### src/rtl/alu_inst_fifo.sv
// Instruction/result FIFO in front of the ALU execute stage: push din, pop to registered dout.
// Latency: popped word and rd_ack are registered, 1 cycle after rd_en; pushed words are poppable next cycle.
// Backpressure: pushes while full raise wr_err, pops while empty raise rd_err; neither disturbs stored state.
module alu_inst_fifo #(
    parameter int unsigned DATA_WIDTH = 32,
    parameter int unsigned DEPTH      = 8,
    parameter int unsigned ADDR_WIDTH = 3
) (
    input  logic                  clk,
    input  logic                  reset_n,
    input  logic                  wr_en,
    input  logic [DATA_WIDTH-1:0] din,
    input  logic                  rd_en,
    output logic [DATA_WIDTH-1:0] dout,
    output logic                  full,
    output logic                  empty,
    output logic                  wr_ack,
    output logic                  wr_err,
    output logic                  rd_ack,
    output logic                  rd_err,
    output logic [ADDR_WIDTH:0]   data_count
);

    localparam logic [ADDR_WIDTH:0]   FULL_CNT = (ADDR_WIDTH+1)'(DEPTH);
    localparam logic [ADDR_WIDTH:0]   ONE_CNT  = (ADDR_WIDTH+1)'(1);
    localparam logic [ADDR_WIDTH-1:0] ONE_PTR  = ADDR_WIDTH'(1);

    logic [DATA_WIDTH-1:0] mem_q [DEPTH];
    logic [ADDR_WIDTH-1:0] head_q, head_d;
    logic [ADDR_WIDTH-1:0] tail_q, tail_d;
    logic [ADDR_WIDTH:0]   count_q, count_d;
    logic [DATA_WIDTH-1:0] dout_q;
    logic                  wr_ack_q, wr_err_q, rd_ack_q, rd_err_q;
    logic                  push_ok, pop_ok;

    // Flags come from the registered count only, so accept/reject decisions see pre-edge occupancy.
    assign full  = (count_q == FULL_CNT);
    assign empty = (count_q == '0);

    assign push_ok = wr_en & ~full;
    assign pop_ok  = rd_en & ~empty;

    always_comb begin
        head_d  = head_q;
        tail_d  = tail_q;
        count_d = count_q;
        if (push_ok) tail_d = tail_q + ONE_PTR;
        if (pop_ok)  head_d = head_q + ONE_PTR;
        if (push_ok && !pop_ok)      count_d = count_q + ONE_CNT;
        else if (pop_ok && !push_ok) count_d = count_q - ONE_CNT;
    end

    always_ff @(posedge clk or negedge reset_n) begin
        if (!reset_n) begin
            head_q   <= '0;
            tail_q   <= '0;
            count_q  <= '0;
            dout_q   <= '0;
            wr_ack_q <= 1'b0;
            wr_err_q <= 1'b0;
            rd_ack_q <= 1'b0;
            rd_err_q <= 1'b0;
        end else begin
            head_q   <= head_d;
            tail_q   <= tail_d;
            count_q  <= count_d;
            wr_ack_q <= push_ok;
            wr_err_q <= wr_en & full;
            rd_ack_q <= pop_ok;
            rd_err_q <= rd_en & empty;
            if (pop_ok) dout_q <= mem_q[head_q];
        end
    end

    // Storage is deliberately not reset; the pointers alone define what is valid.
    always_ff @(posedge clk) begin
        if (push_ok) mem_q[tail_q] <= din;
    end

    assign dout       = dout_q;
    assign wr_ack     = wr_ack_q;
    assign wr_err     = wr_err_q;
    assign rd_ack     = rd_ack_q;
    assign rd_err     = rd_err_q;
    assign data_count = count_q;

endmodule

### config.mk
export PLATFORM = sky130hd
export DESIGN_NAME = alu_inst_fifo
export DESIGN_NICKNAME = d
export VERILOG_FILES = /design/src/rtl/alu_inst_fifo.sv
export SDC_FILE = /design/constraint.sdc
export NUM_CORES = 1
export LEC_CHECK = 0
export ABC_CLOCK_PERIOD_IN_PS = 5500
export CAP_MARGIN = 10
export CORE_MARGIN = 3
export CORE_UTILIZATION = 40
export CTS_CLUSTER_SIZE = 10
export DETAILED_ROUTE_END_ITERATION = 16
export GPL_ROUTABILITY_DRIVEN = 0
export MAX_ROUTING_LAYER = met4
export SLEW_MARGIN = 20
export SYNTH_ARGS = -nofsm -noshare
export SYNTH_HDL_FRONTEND = slang
export SYNTH_SLANG_ARGS = --single-unit
### constraint.sdc
create_clock -name clk -period 5.5 [get_ports clk]
set_clock_uncertainty 0.2 [all_clocks]
set_input_delay 1.1 -clock clk [delete_from_list [all_inputs] [get_ports clk]]
set_output_delay 1.1 -clock clk [all_outputs]
set_load 0.03 [all_outputs]
* Word-level counts from Yosys, hierarchy flattened
Memories as Yosys holds them, arrays and structs flattened. A register that Yosys moved wholly into a read port is not among the register bits.
Index checks and enable logic that the tools add are counted.
** Storage, ports and cells
- Register bits :: 14
- Bits in writable memories :: 256
- Bits of input ports :: 36
- Output and inout port bits :: 42
- Logic and storage cells :: 30
- Memories :: 1
** Memory list
- mem_q :: depth 8, width 32, rd ports 1, clocked after Yosys merged registers in 1, wr ports 1, line 28 : logic [DATA_WIDTH-1:0] mem_q [DEPTH];
** Cells by class
- Add/subtract/negate cells :: 4
- Equality and inequality tests :: 1
- Muxes and demuxes :: 4
- Bitwise logic cells :: 6
- Reduce and logical (&&, ||, !) cells :: 7
** Operators with widths (count)
- 2-to-1 mux 4 bit :: 2
- adder 3 x 1 -> 3 bit (second input constant) :: 2
- adder 4 x 1 -> 4 bit (second input constant) :: 1
- AND 1 bit :: 4
- equality test 4 bit (second input constant) :: 1
- logical NOT 4 bit :: 1
- subtractor 4 x 1 -> 4 bit (second input constant) :: 1
- logical NOT 1 bit :: 3
- logical AND 1 bit :: 2
- 2-to-1 mux 1 bit :: 2
- inverter 1 bit :: 2
- nonzero test 2 bit :: 1

* Logic depth before layout (Yosys ltp)
- Depth in word-level cells :: 7
- Gate-level depth with buffers :: 10
- Gate-level depth less buffers :: 9

* Worst setup path before layout
Ideal clock, no wire load.
- Kind :: input-to-reg
- Start point :: input port wr_en
- End point :: memory mem_q[0][0], enable pin
- Library setup time :: 461 ps
- Arrival time :: 3797 ps
- Data required time :: 4839 ps
- Path slack :: 1042 ps
- Stages :: 4
- Buffers on the path :: 1
- Cell sequence :: nor2b_1 > clkbuf_1 > nand2b_1 > nor3_1
** Between the ends
- Longest elaborated chain between the ends :: 3
** Ends and longest elaborated chain
- start: declaration :: line 11 : input logic wr_en,
- AND 1 bit :: line 40 : assign push_ok = wr_en & ~full;
- named net push_ok :: line 34 : logic push_ok, pop_ok;
- 2-to-1 mux 1 bit :: line 77 : if (push_ok) mem_q[tail_q] <= din;
- 2-to-1 mux 1 bit (implied by the code) :: line 77
- end: declaration :: line 28
The timed path passes the listed nets, and every way through them passes these cells.

* Final worst setup path
- Start point :: input port wr_en
- End point :: register count_q[3] (netlist: data_count[3])
** Between the ends
- Longest elaborated chain between the ends :: 4
- Elaborated cells between the ends (all ways) :: 6
- Those cells by class :: mux (1); bitwise (1); reduce/logical (4)
** Ends and longest elaborated chain
- AND 1 bit * :: line 40
- logical NOT 1 bit :: line 50 : else if (pop_ok && !push_ok) count_d = count_q - ONE_CNT;
- logical AND 1 bit :: line 50
- nonzero test 2 bit (no source line)
- end signal: assignment :: line 66 : count_q <= count_d;
- end: declaration :: line 31 : logic [ADDR_WIDTH:0] count_q, count_d;
Mark *: on every way between the ends. The rest lies on a longest branch, timed or not.
A chain may end at the register's enable or synchronous reset.

==> impl_metrics.toml <==
[clock_network]
postCtsSetupBuffers = 0
cts.sinks = 302
cts_buffer_depth = 3
cts_buffers = 36
path_clk_slew_ps = 50
cts_root_buf = "clkbuf_16"
post_cts_resized = 0
cts_max_level = 2
cts_hold_buffers = 0
cts_tree = "yes"
clkLatencyLatePin_ps = 490

[final_layout]
finish.utilization_pct = 49.5
layoutNonFillerInstCount = 1147
mostFrequentLayoutCell = "edfxtp_1"
nets = 785
final_cell_mix = "edfxtp_1 (256), clkdlybuf4s50_1 (76), mux2_2 (65), mux2i_1 (65), dfrtp_1 (45)"
insertedDiodeCount = 0
synthToLayoutAreaGrowth_pct = 20.2
drive_above_1_share_pct = 17.3

[timing]
worst_pin_slew_ps = 1080
setup_viol = 0
final_hold_viol_count = 0
finalSetupTns_ps = 0
rsz0062_at_grt = "no"
drv_slew = 0
fmax_mhz = 291
timing.slew.headroom_pct = 28.1
finalCritPeriodShare_pct = 62.6
min_period_ps = 3440

[critical_path]
cp.required_ps = 5660
critical_path_buf_inv_count = 2
path_cells = "clkdlybuf4s50_1 > nor2b_1 > ha_1 > inv_1 > ha_1 > a21o_1 > a2111oi_0 > o31ai_1"
criticalPathCategory = "in2reg"
critPathSlowestCell = "nor2b_1"
crit_arrival_ps = 3600
crit_path_frequent_cell = "ha_1"
crit_family = "compound AO/OA/AOI/OAI gates"
critPathLaunchType = "input port"
endpoint_kind = "flip-flop"
worst-path-stages = 8
ff2ff_path_depth = 8
cpPeakStageDelay_ps = 490
cp_max_fo = 7

[logic_synthesis]
synthesis.area_um2 = 11600
syn_avg_cell_area_um2 = 17.8
synth_cells = 651
yosys.cell_types.count = 35
yosys_register_bits = 302
synth_nets = 693
synth_warnings = 0
synth_seq_area_share_pct = 76.2

[pwr]
ir_worst_vdd_uv = 306
p_seq_share_pct = 42.3
power_leakage_uw = 0.00480
p_switching_uw = 2460
p_clk_share_pct = 27.0
power.density_nw_per_um2 = 552
switching_share_pct = 31.9
total_power_uw = 7700
power_frac_comb_pct = 30.7
p_int_uw = 5240

[status]
status = "finished, final reports clean"

[global_route]
grt_pass1_vias = 6337
grt_max_degree = 70
antenna_found_initial = 0
overflow = 0
track_usage_pct = 15.6
grt_pass1_wl_um = 36400

[place]
portBuffers = 77
dp.cells = 1078
hpwl_um = 13000

[detailed_routing]
route.detailed.drc = 0
drt_iter0_markers = 334
dr.pass1.iters = 4
drtAntennaViolNets = 0
vias = 5934
finalWirelength_um = 23100
routedWlPerCell_um = 20.1
via_per_inst = 5.17

[die]
fp.coreArea_um2 = 28200
die-width_um = 176
dieArea_um2 = 31100
initial_core_util_pct = 41.2
rows = 61
die_y_um = 176
pin_count = 78

[flow_run]
maxCapViolCount = 0

[worst_hold_path]
hp-class = "reg2reg"
hold_path_depth = 2
logic make-up (layout without fill, tap and decap cells):
kind of cell	after synthesis	in the layout	synth area share [%]
compound gates	102	102	6.20
flops	302	302	76.2
xor+xnor	6	6	0.453
fa+ha+maj	6	6	0.712
simple gates	66	66	2.56
buf+inv	38	156	1.87
mux	131	131	12.0
path summary, 6_finish.rpt:
kind | startpoint | endpoint | slack (ps)
setup / recovery | wr_en | data_count[3]$_DFFE_PN0P_ | 2060
hold / removal | dout[14]$_DFFE_PN0P_ | dout[14]$_DFFE_PN0P_ | 280
setup reg to reg | data_count[3]$_DFFE_PN0P_ | data_count[3]$_DFFE_PN0P_ | 2490
hold reg to reg | dout[14]$_DFFE_PN0P_ | dout[14]$_DFFE_PN0P_ | 280
max in group asynchronous | reset_n | head_q[0]$_DFFE_PN0P_ | 4030
min in group asynchronous | reset_n | rd_err$_DFF_PN0_ | 530
worst register-to-register path, delay by kind of cell (launching register included):
family | cells | cell delay, ps
AND/OR/NAND/NOR | 2 | 680
flip-flops | 1 | 440
buffers and inverters | 1 | 130
adder cells (fa/ha/maj) | 2 | 610
AO/OA/AOI/OAI | 3 | 800
final cells by class:
cell class / count / area [µm²]
Inverter: 2 / 7.51
Clock buffer: 62 / 1030
Sequential cell: 302 / 8840
Tap cell: 378 / 473
Fill cell: 2341 / 14200
Multi-Input combinational cell: 311 / 2620
Clock inverter: 2 / 8.76
Timing Repair Buffer: 90 / 961
registers in the layout (all words and copies together) (netlist names):
| register | flops |
|---|---|
| data_count | 4 |
| dout | 32 |
| head_q | 3 |
| mem_q | 256 |
| rd_ack | 1 |
| rd_err | 1 |
| tail_q | 3 |
| wr_ack | 1 |
| wr_err | 1 |
cells in the mapped netlist, drive strengths merged:
cell	number	area share [%]
a21oi	1	0.043
xor2	1	0.076
mux2	66	6.4
mux2i	65	5.6
nor3	5	0.22
a21o	1	0.065
and2	2	0.11
ha	5	0.54
nor2b	2	0.11
o221ai	19	1.4
o31ai	1	0.065
clkbuf	15	0.50
inv	2	0.065
nand2	43	1.4
a22oi	19	1.2
nor4	1	0.11
xnor2	5	0.38
nand2b	5	0.27
nor2	7	0.23
nor4b	1	0.13
dfrtp	46	9.9
o21ai	34	1.5
fa	1	0.17
a221o	13	1.1
edfxtp	256	66
buf	21	1.3
o22ai	13	0.70
a2111oi	1	0.076
through the flow:
| step | area [µm²] | worst slack [ps] | hold slack, ps |
|---|---|---|---|
| after floorplan | 11600 | 1040 | 280 |
| after global placement | 12800 | 1530 | 272 |
| after detailed placement | 12800 | 1390 | 274 |
| after CTS | 13800 | 1900 | 286 |
| after global routing | 13900 | 1880 | 304 |
| final | 13900 | 2060 | 278 |
per-layer routing:
metal / routed length, µm / vias to the layer above / track usage [%] / share of wire [%]
li1: - / 2754 / - / -
met1: 10100 / 3002 / 20.1 / 44
met2: 11600 / 146 / 25.8 / 50
met3: 992 / 32 / 2.62 / 4.3
met4: 412 / 0 / 3.89 / 1.8
met5: 0 / - / - / 0
power by group through the flow:
stage                     registers (µW)  clock network (µW)  logic [µW]
after CTS                           3270                2140        2360
after detailed placement            3310                   0        2360
final                               3260                2080        2360
after floorplan                     3440                   0        1400
after global placement              3280                   0        2300
after global routing                3310                2230        2550
Note: power is estimated with default switching activity, not from simulation.
